### src/rtl/unary_pkg.sv
// unary_pkg -- shared definitions for the unary stream transmitter.
//
// Holds the frame FSM state encoding and the default geometry constants
// (stream length and number of write-phase cycles) used as parameter
// defaults by unary_stream_tx and unary_therm_bit.
package unary_pkg;

   localparam int DEF_LEN       = 16;
   localparam int DEF_WR_CYCLES = 32;

   typedef enum logic [1:0] {
      ST_IDLE   = 2'd0,
      ST_STREAM = 2'd1,
      ST_WRITE  = 2'd2,
      ST_DONE   = 2'd3
   } state_t;

endpackage

### src/rtl/unary_therm_bit.sv
// unary_therm_bit -- one thermometer-code bit generator.
//
// Produces bit number idx of a thermometer stream whose length is val,
// saturated to LEN, so an operand above LEN still yields exactly LEN ones.
//
// Ports:
//   idx       in  CW  position in the stream (0 .. LEN-1)
//   val       in  CW  binary operand (may exceed LEN)
//   therm_bit out 1   (idx < min(val, LEN))
module unary_therm_bit
   import unary_pkg::*;
#(
   parameter int LEN = DEF_LEN,
   parameter int CW  = $clog2(LEN + 1)
) (
   input  logic [CW-1:0] idx,
   input  logic [CW-1:0] val,
   output logic          therm_bit
);

   localparam logic [CW-1:0] LEN_C = CW'(LEN);

   logic [CW-1:0] val_sat_s;

   assign val_sat_s = (val > LEN_C) ? LEN_C : val;
   assign therm_bit = (idx < val_sat_s);

endmodule

### src/rtl/unary_stream_tx.sv
// unary_stream_tx -- converts a pair of binary operands into two
// thermometer-coded (unary) streams of LEN bits, followed by WR_CYCLES
// write-phase cycles and a one-cycle done pulse.
//
// Ports:
//   clk            in   clock, rising edge
//   rst            in   synchronous active-high reset
//   in_valid       in   operand pair offered (taken only while in_ready)
//   a_val, b_val   in   CW-bit binary operands, saturated to LEN
//   in_ready       out  high only in IDLE (decoded from state)
//   hold           in   stall request while streaming
//   A, B           out  registered thermometer stream bits
//   en             out  registered adder enable
//   read_or_write  out  registered phase select (1 = write phase)
//   done           out  registered one-cycle completion pulse
//   ovf            out  only with UNARY_STREAM_TX_OVF_EN defined: operand
//                       overflow flag, latched at capture
//
// Every output except in_ready is a register that holds what the stream
// shows in the *current* cycle; the combinational block decides what the
// next cycle shows. idx_r therefore counts stream bits already emitted, and
// the first bit is loaded at the accepting edge itself (latency 1).
module unary_stream_tx
   import unary_pkg::*;
#(
   parameter  int LEN       = DEF_LEN,
   parameter  int WR_CYCLES = DEF_WR_CYCLES,
   localparam int CW        = $clog2(LEN + 1)
) (
   input  logic          clk,
   input  logic          rst,
   input  logic          in_valid,
   input  logic [CW-1:0] a_val,
   input  logic [CW-1:0] b_val,
   output logic          in_ready,
   input  logic          hold,
   output logic          A,
   output logic          B,
   output logic          en,
   output logic          read_or_write,
`ifdef UNARY_STREAM_TX_OVF_EN
   output logic          done,
   output logic          ovf
`else
   output logic          done
`endif
);

   localparam int             WCW     = $clog2(WR_CYCLES + 1);
   localparam logic [CW-1:0]  LEN_C   = CW'(LEN);
   localparam logic [CW-1:0]  IDX_ONE = CW'(1);
   localparam logic [WCW-1:0] WR_C    = WCW'(WR_CYCLES);
   localparam logic [WCW-1:0] WR_ONE  = WCW'(1);

   state_t         state_r, state_s;
   logic [CW-1:0]  idx_r, idx_s;
   logic [WCW-1:0] wcnt_r, wcnt_s;
   logic [CW-1:0]  a_q_r, a_q_s;
   logic [CW-1:0]  b_q_r, b_q_s;
   logic           a_r, a_s;
   logic           b_r, b_s;
   logic           en_r, en_s;
   logic           rw_r, rw_s;
   logic           done_r, done_s;
   logic           accept_s;
   logic [CW-1:0]  therm_idx_s;
   logic [CW-1:0]  a_src_s;
   logic [CW-1:0]  b_src_s;
   logic           therm_a_s;
   logic           therm_b_s;

   assign in_ready = (state_r == ST_IDLE);
   assign accept_s = in_ready && in_valid;

   // In IDLE the comparators look at the live operands so bit 0 can be
   // loaded at the accepting edge; afterwards they use the captured copies.
   assign therm_idx_s = (state_r == ST_STREAM) ? idx_r : {CW{1'b0}};
   assign a_src_s     = (state_r == ST_IDLE) ? a_val : a_q_r;
   assign b_src_s     = (state_r == ST_IDLE) ? b_val : b_q_r;

   unary_therm_bit #(.LEN(LEN), .CW(CW)) u_therm_a (
      .idx       (therm_idx_s),
      .val       (a_src_s),
      .therm_bit (therm_a_s)
   );

   unary_therm_bit #(.LEN(LEN), .CW(CW)) u_therm_b (
      .idx       (therm_idx_s),
      .val       (b_src_s),
      .therm_bit (therm_b_s)
   );

   // Next-state and next-output decode for the frame FSM
   always_comb begin
      state_s = state_r;
      idx_s   = idx_r;
      wcnt_s  = wcnt_r;
      a_q_s   = a_q_r;
      b_q_s   = b_q_r;
      a_s     = 1'b0;
      b_s     = 1'b0;
      en_s    = 1'b0;
      rw_s    = 1'b0;
      done_s  = 1'b0;
      case (state_r)
         ST_IDLE: begin
            if (accept_s) begin
               a_q_s   = a_val;
               b_q_s   = b_val;
               a_s     = therm_a_s;
               b_s     = therm_b_s;
               en_s    = 1'b1;
               idx_s   = IDX_ONE;
               state_s = ST_STREAM;
            end else begin
               state_s = ST_IDLE;
            end
         end
         ST_STREAM: begin
            // All LEN bits emitted: hold no longer matters, start writing.
            if (idx_r >= LEN_C) begin
               en_s    = 1'b1;
               rw_s    = 1'b1;
               wcnt_s  = WR_ONE;
               state_s = ST_WRITE;
            end else if (hold) begin
               // Stall cycle: outputs quiet, idx frozen so no bit is lost.
               idx_s = idx_r;
            end else begin
               a_s   = therm_a_s;
               b_s   = therm_b_s;
               en_s  = 1'b1;
               idx_s = idx_r + IDX_ONE;
            end
         end
         ST_WRITE: begin
            if (wcnt_r >= WR_C) begin
               done_s  = 1'b1;
               state_s = ST_DONE;
            end else begin
               en_s   = 1'b1;
               rw_s   = 1'b1;
               wcnt_s = wcnt_r + WR_ONE;
            end
         end
         ST_DONE: begin
            state_s = ST_IDLE;
         end
         default: begin
            state_s = ST_IDLE;
         end
      endcase
   end

   // State, counters, operand and output registers
   always_ff @(posedge clk) begin
      if (rst) begin
         state_r <= ST_IDLE;
         idx_r   <= {CW{1'b0}};
         wcnt_r  <= {WCW{1'b0}};
         a_q_r   <= {CW{1'b0}};
         b_q_r   <= {CW{1'b0}};
         a_r     <= 1'b0;
         b_r     <= 1'b0;
         en_r    <= 1'b0;
         rw_r    <= 1'b0;
         done_r  <= 1'b0;
      end else begin
         state_r <= state_s;
         idx_r   <= idx_s;
         wcnt_r  <= wcnt_s;
         a_q_r   <= a_q_s;
         b_q_r   <= b_q_s;
         a_r     <= a_s;
         b_r     <= b_s;
         en_r    <= en_s;
         rw_r    <= rw_s;
         done_r  <= done_s;
      end
   end

   assign A             = a_r;
   assign B             = b_r;
   assign en            = en_r;
   assign read_or_write = rw_r;
   assign done          = done_r;

`ifdef UNARY_STREAM_TX_OVF_EN
   logic ovf_r;

   // Overflow flag: latched with every operand capture, held until the next
   always_ff @(posedge clk) begin
      if (rst) begin
         ovf_r <= 1'b0;
      end else if (accept_s) begin
         ovf_r <= (a_val > LEN_C) || (b_val > LEN_C);
      end else begin
         ovf_r <= ovf_r;
      end
   end

   assign ovf = ovf_r;
`endif

endmodule

### config.mk
export PLATFORM = sky130hd
export DESIGN_NAME = unary_stream_tx
export DESIGN_NICKNAME = d
export VERILOG_FILES = /design/src/rtl/unary_pkg.sv /design/src/rtl/unary_therm_bit.sv /design/src/rtl/unary_stream_tx.sv
export SDC_FILE = /design/constraint.sdc
export NUM_CORES = 1
export LEC_CHECK = 0
export CAP_MARGIN = 20
export CORE_AREA = 3 3 61 69
export CTS_BUF_LIST = sky130_fd_sc_hd__clkbuf_8
export CTS_CLUSTER_SIZE = 14
export DETAILED_ROUTE_END_ITERATION = 8
export DIE_AREA = 0 0 64 72
export DONT_BUFFER_PORTS = 1
export SYNTH_ARGS = -nofsm -noshare
export SYNTH_HDL_FRONTEND = slang
export SYNTH_SLANG_ARGS = --single-unit
### constraint.sdc
create_clock -name clk -period 2.4 [get_ports clk]
set_input_delay 0.48 -clock clk [delete_from_list [all_inputs] [get_ports clk]]
set_output_delay 0.48 -clock clk [all_outputs]
set_load 0.005 [all_outputs]
### Word-level counts from Yosys, hierarchy flattened

Index checks and enable logic that the tools add are counted.

* flip-flop bits (word level): 28
* latch bits: 0
* memory bits (writable): 0
* bits in read-only memories: 0
* input bits: 14
* output and inout bits: 6
* logic and storage cells: 69
* memories kept: 0

* add/sub/neg operators: 2
* multiply operators: 0
* divide/modulo/power cells: 0
* $lt $le $gt $ge: 6
* equal/unequal tests: 9
* shift-type cells: 0
* muxes and demuxes: 32
* bitwise logic cells: 1
* reduce and logical (&&, ||, !) cells: 9

Operators by type and width (count)
* 2-to-1 mux 5 bit: 8
* 2-to-1 mux 1 bit: 13
* 2-to-1 mux 6 bit: 2
* one-hot mux 6 bit (2 select lines): 1
* > comparator 5 bit, second input constant: 2
* < comparator 5 bit: 2
* one-hot mux 5 bit (2 select lines): 1
* != test 2 bit, second input constant: 4
* one-hot mux 2 bit (4 select lines): 1
* adder 6 x 1 -> 6 bit, second input constant: 1
* greater-or-equal comparator 6 bit, second input constant: 1
* one-hot mux 1 bit (2 select lines): 3
* adder 5 x 1 -> 5 bit, second input constant: 1
* greater-or-equal comparator 5 bit, second input constant: 1
* equality test 2 bit, second input constant: 2
* 2-to-1 mux 2 bit: 2
* != test 2 x 1 -> 1 bit, second input constant: 2
* AND reduction 2 bit: 2
* AND reduction 4 bit: 1
* nonzero test 2 bit: 2
* one-hot mux 1 bit (3 select lines): 1
* AND reduction 3 bit: 1
* equality test 2 x 1 -> 1 bit, second input constant: 1
* zero test 2 bit: 1
* 3 further kinds: 3

### Logic depth before layout (Yosys ltp)

* word-level depth: 8
* depth in mapped cells: 10
* depth with buffers taken out: 9

### Hierarchy

A second synthesis with hierarchy kept.

* cells, all modules: 182
* area total of the unflattened synthesis: 1607.8 µm²

Modules (own cells, without submodules)
* unary_stream_tx: instances 1, cells an instance 158, area an instance 1390.1 µm², seq. area each 560.5 µm²
* unary_therm_bit: instances 2, cells an instance 12, area an instance 108.9 µm², seq. area each 0.0 µm²

### Worst setup path before layout

Ideal clock, no wire load.

* path type: register -> register
* start point: reg state_r[0]
* end point: reg a_r (netlist: A)
* library setup time: 103 ps
* arrival time: 2092 ps
* data required time: 2297 ps
* setup slack: 205 ps
* stages on the path, launching flop included: 11
* path buffers: 1
* path through: dfxtp_1 inv_1 ha_1 buf_6 mux2_2 nand2_1 ha_1 o21a_1 o211ai_1 a21oi_1 a2111oi_2

* cells in the longest elaborated chain, start to end: 8
* elaborated cells on any way between the ends: 12

RTL lines
* start: declaration: line unary_stream_tx.sv:55 `state_t state_r, state_s;`
* start signal: assignment: line unary_stream_tx.sv:169 `state_r <= state_s;`
* zero test 2 bit (*): line unary_stream_tx.sv:72 `assign in_ready = (state_r == ST_IDLE);`
* via in_ready: line unary_stream_tx.sv:35 `output logic in_ready,`
* 2-to-1 mux 5 bit: line unary_stream_tx.sv:78 `assign a_src_s = (state_r == ST_IDLE) ? a_val : a_q_r;`
* > comparator 5 bit: line unary_therm_bit.sv:25 `assign val_sat_s = (val > LEN_C) ? LEN_C : val;`
* 2-to-1 mux 5 bit: line unary_therm_bit.sv:25
* < comparator 5 bit: line unary_therm_bit.sv:26 `assign therm_bit = (idx < val_sat_s);`
* 2-to-1 mux 1 bit: line unary_stream_tx.sv:126 `end else if (hold) begin`
* 2-to-1 mux 1 bit: line unary_stream_tx.sv:121 `if (idx_r >= LEN_C) begin`
* one-hot mux 1 bit (2 select lines) (*): line unary_stream_tx.sv:105 `case (state_r)`
* end signal: assignment: line unary_stream_tx.sv:174 `a_r <= a_s;`
* end: declaration: line unary_stream_tx.sv:60 `logic a_r, a_s;`

The timed path passes the listed nets; every way through them passes the cells marked *.
A chain may end at the register's enable or synchronous reset.

### Worst setup path after layout

* start point: reg state_r[1]
* end point: reg b_r (netlist: B)

* cells in the longest elaborated chain, start to end: 8
* elaborated cells on any way between the ends: 12

RTL lines
* zero test 2 bit: line unary_stream_tx.sv:72, unary_stream_tx.sv:79, unary_stream_tx.sv:105
* 2-to-1 mux 5 bit: line unary_stream_tx.sv:79 `assign b_src_s = (state_r == ST_IDLE) ? b_val : b_q_r;`
* > comparator 5 bit: line unary_therm_bit.sv:25
* 2-to-1 mux 5 bit: line unary_therm_bit.sv:25
* < comparator 5 bit: line unary_therm_bit.sv:26
* 2-to-1 mux 1 bit: line unary_stream_tx.sv:126
* 2-to-1 mux 1 bit: line unary_stream_tx.sv:121
* one-hot mux 1 bit (2 select lines) (*): line unary_stream_tx.sv:105
* end signal: assignment: line unary_stream_tx.sv:175 `b_r <= b_s;`
* end: declaration: line unary_stream_tx.sv:61 `logic b_r, b_s;`

Every way passes the cells marked *; elsewhere a longest branch is shown, timed or not.

==> metrics.yaml <==
final_layout:
  final_util_pct: 48.7
  drive_above_1_share_pct: 15.0
  areaGrowthSynthToFinish_pct: 9.54
  layout.nets: 220
  antennaDiodeCount: 0
  final_cells: 237
  fillers: 371
route:
  highest_layer: "met4"
  first_pass_iters: 4
  drt-initial-drc-count: 41
  met2_length_mm: 1.63
  m1WireLength_mm: 1.47
  antenna_left: 0
  wl_per_cell_um: 13.8
  vias: 1244
  routed_via_density: 5.25
  drt-total-wl_mm: 3.27
  drc: 0
  wl_met3_um: 136
critical_path:
  end_kind: "register"
  critPathTopFamily: "compound AO/OA/AOI/OAI gates"
  worst_path_largest_cell_delay_ns: 0.35
  critPathSlowestCell: "dfxtp_1"
  critPathLaunch: "state_r[1]"
  r2r_start: "state_r[1]"
  worstPathCellList: "inv_1, ha_2, buf_6, buf_12, mux2i_2, nand2_1, ha_1, a2111oi_2, a21oi_1, a2111oi_2"
  crit_fanout: 8
  critPathKind: "register to register"
  cp-start-kind: "register"
  crit_top_cell: "a2111oi_2"
  required_ns: 2.58
  crit_buf_inv: 3
  arrival_ns: 2.42
global_routing:
  grt_pass1_wl_mm: 5.61
  antenna_found_initial: 0
  grt_use_total_pct: 15.4
  grt_pass1_vias: 1205
  grt_max_degree: 23
  overflow: 0
sta:
  tightest_slew_ns: 0.407
  finalCritPeriodShare_pct: 93.3
  hold_violations: 0
  timing.fmax_mhz: 447
  drv_slew: 0
  finalClockSkew_ns: 0.00673
  period_minus_slack_ns: 2.24
  setup_viol: 0
  holdWs_ns: 0.262
  slew_headroom_pct: 72.8
clock_tree:
  cts_root_buf: "clkbuf_8"
  clock_latency_ns: 0.27
  cts_tree: "yes"
  cts_buffer_depth: 2
  clock_sinks: 28
  cts.clk_slew.worst_paths_ns: 0.09
  numCtsBuffers: 3
  h-tree-depth: 1
synth:
  avgSynthCellArea_sq_um: 8.70
  postSynthCellCount: 184
  synth-warning-count: 0
  synth_top_area_cell: "dfxtp_1"
  ys_ff_latch: 28
  syn_nets: 215
  netlist.area_leader.share_pct: 35.0
  synth_area_sq_um: 1600
  ys_seq_area_share_pct: 35.0
  synth_area_leaders: "dfxtp_1 (35%), ha_1 (13%), nand2_1 (7.7%)"
  synth_cell_types: 30
worst_hold_path:
  hold_path_startpoint: "rst"
  hold_path.class: "primary input to register"
die:
  dieWidth_um: 64
  initial_core_util_pct: 44.5
  rows: 23
  design.die.area_sq_um: 4610
  coreArea_sq_um: 3600
  io_pins: 20
  fp.dieH_um: 72
placed_design:
  hpwl_mm: 2.48
  dpl.cell_count: 233
  io_buffers: 0
  gp_congestion: 0.793
run_status:
  outcome: "complete, no violations"
power:
  p_leak_nw: 0.725
  ir_worst_vdd_v: 0.000364
  power.density_nw_per_um2: 971
  power_mw: 1.70
job:
  drv_cap: 0
==> cell type report <==
type | count | area [sq um] | area share (%)
Multi-Input combinational cell | 140 | 985 | 56.2
Tap cell | 50 | 62.6 | 3.57
Timing Repair Buffer | 7 | 68.8 | 3.93
Sequential cell | 28 | 562 | 32.0
Inverter | 9 | 33.8 | 1.93
Clock buffer | 3 | 41.3 | 2.36
==> cell families (layout without fill, tap and decap cells) <==
family	Yosys count	in the layout	synth area share [%]
xor gates and xnor gates	5	5	2.74
DFF	28	28	35.0
buffers and inverters	16	19	4.38
adders and majority gates	17	17	13.3
and+or+nand+nor	67	67	18.5
AOI/OAI and AO/OA	36	36	15.8
muxes	15	15	10.3
==> cell usage in the layout, fill, tap and decap left out, types with 2 or more instances in the layout <==
| cell | count |
|---|---|
| nand2_1 | 33 |
| dfxtp_1 | 27 |
| a21oi_1 | 16 |
| ha_1 | 16 |
| nor2_1 | 15 |
| inv_1 | 9 |
| mux2_2 | 9 |
| and2_1 | 5 |
| xor2_1 | 5 |
| buf_4 | 5 |
| mux2i_1 | 4 |
| and3_1 | 4 |
| a2111oi_2 | 4 |
| nand3_1 | 4 |
| o21bai_1 | 3 |
| a211oi_1 | 3 |
| clkbuf_8 | 3 |
| a31oi_1 | 2 |
| o21a_1 | 2 |
| o211ai_1 | 2 |
| nand2b_1 | 2 |
| nand4_1 | 2 |
==> synthesized netlist by cell type <==
| cell | number |
|---|---|
| a2111oi_2 | 4 |
| a211oi_1 | 3 |
| a21oi_1 | 16 |
| a311oi_1 | 1 |
| a31oi_1 | 2 |
| and2_1 | 5 |
| and2_2 | 1 |
| and3_1 | 4 |
| buf_2 | 2 |
| buf_6 | 1 |
| clkbuf_1 | 4 |
| dfxtp_1 | 28 |
| ha_1 | 17 |
| inv_1 | 9 |
| mux2_2 | 9 |
| mux2i_1 | 5 |
| mux2i_2 | 1 |
| nand2_1 | 33 |
| nand2b_1 | 2 |
| nand3_1 | 4 |
| nand4_1 | 2 |
| nor2_1 | 15 |
| nor2b_1 | 1 |
| o211ai_1 | 2 |
| o21a_1 | 2 |
| o21ai_0 | 1 |
| o21ai_1 | 1 |
| o21bai_1 | 3 |
| o22ai_1 | 1 |
| xor2_1 | 5 |
==> state kept, by name, summed over array words and instances, names as in the netlist <==
register	count
b_q_r	5
B	1
idx_r	5
a_q_r	5
state_r	2
read_or_write	1
done	1
en	1
A	1
wcnt_r	6
==> final timing paths <==
check,cells past startpoint,slack (ns),endpoint
setup / recovery,10,0.16,B
setup reg to reg,10,0.16,B
hold reg to reg,2,0.46,a_q_r[2]
hold / removal,1,0.26,wcnt_r[1]
==> timing repair <==
action,CTS,global route
hold buffers,0,0
setup buffers,0,1
hold endpoints to repair,0,0
endpoints found under the setup margin,0,1
resized for setup,0,5
==> where the power goes <==
group | internal [mW] | total [mW] | switching [mW]
Clock | 0.113 | 0.256 | 0.144
Combinational | 0.416 | 0.840 | 0.423
Sequential | 0.543 | 0.606 | 0.0635
==> layer usage <==
metal	vias up	global-route usage (%)
met5	-	0
met4	0	5.76
met3	4	2.63
met2	24	26.2
met1	576	19.4
li1	640	-
==> worst register-to-register path, stage by stage (launching register included) <==
cell and delay (ns):
dfxtp_1 0.35, inv_1 0.12, ha_2 0.21, buf_6 0.16, buf_12 0.12, mux2i_2 0.24
nand2_1 0.08, ha_1 0.21, a2111oi_2 0.33, a21oi_1 0.12, a2111oi_2 0.20
==> metrics by stage <==
step	TNS, ns	setup slack [ns]	cell area (sq um)
CTS	0	0.0875	1710
global route	-0.0169	-0.0169	1750
global placement	0	0.196	1670
detailed placement	0	0.116	1670
floorplan	0	0.205	1600
finish	0	0.162	1750
Note: power is estimated with default switching activity, not from simulation.
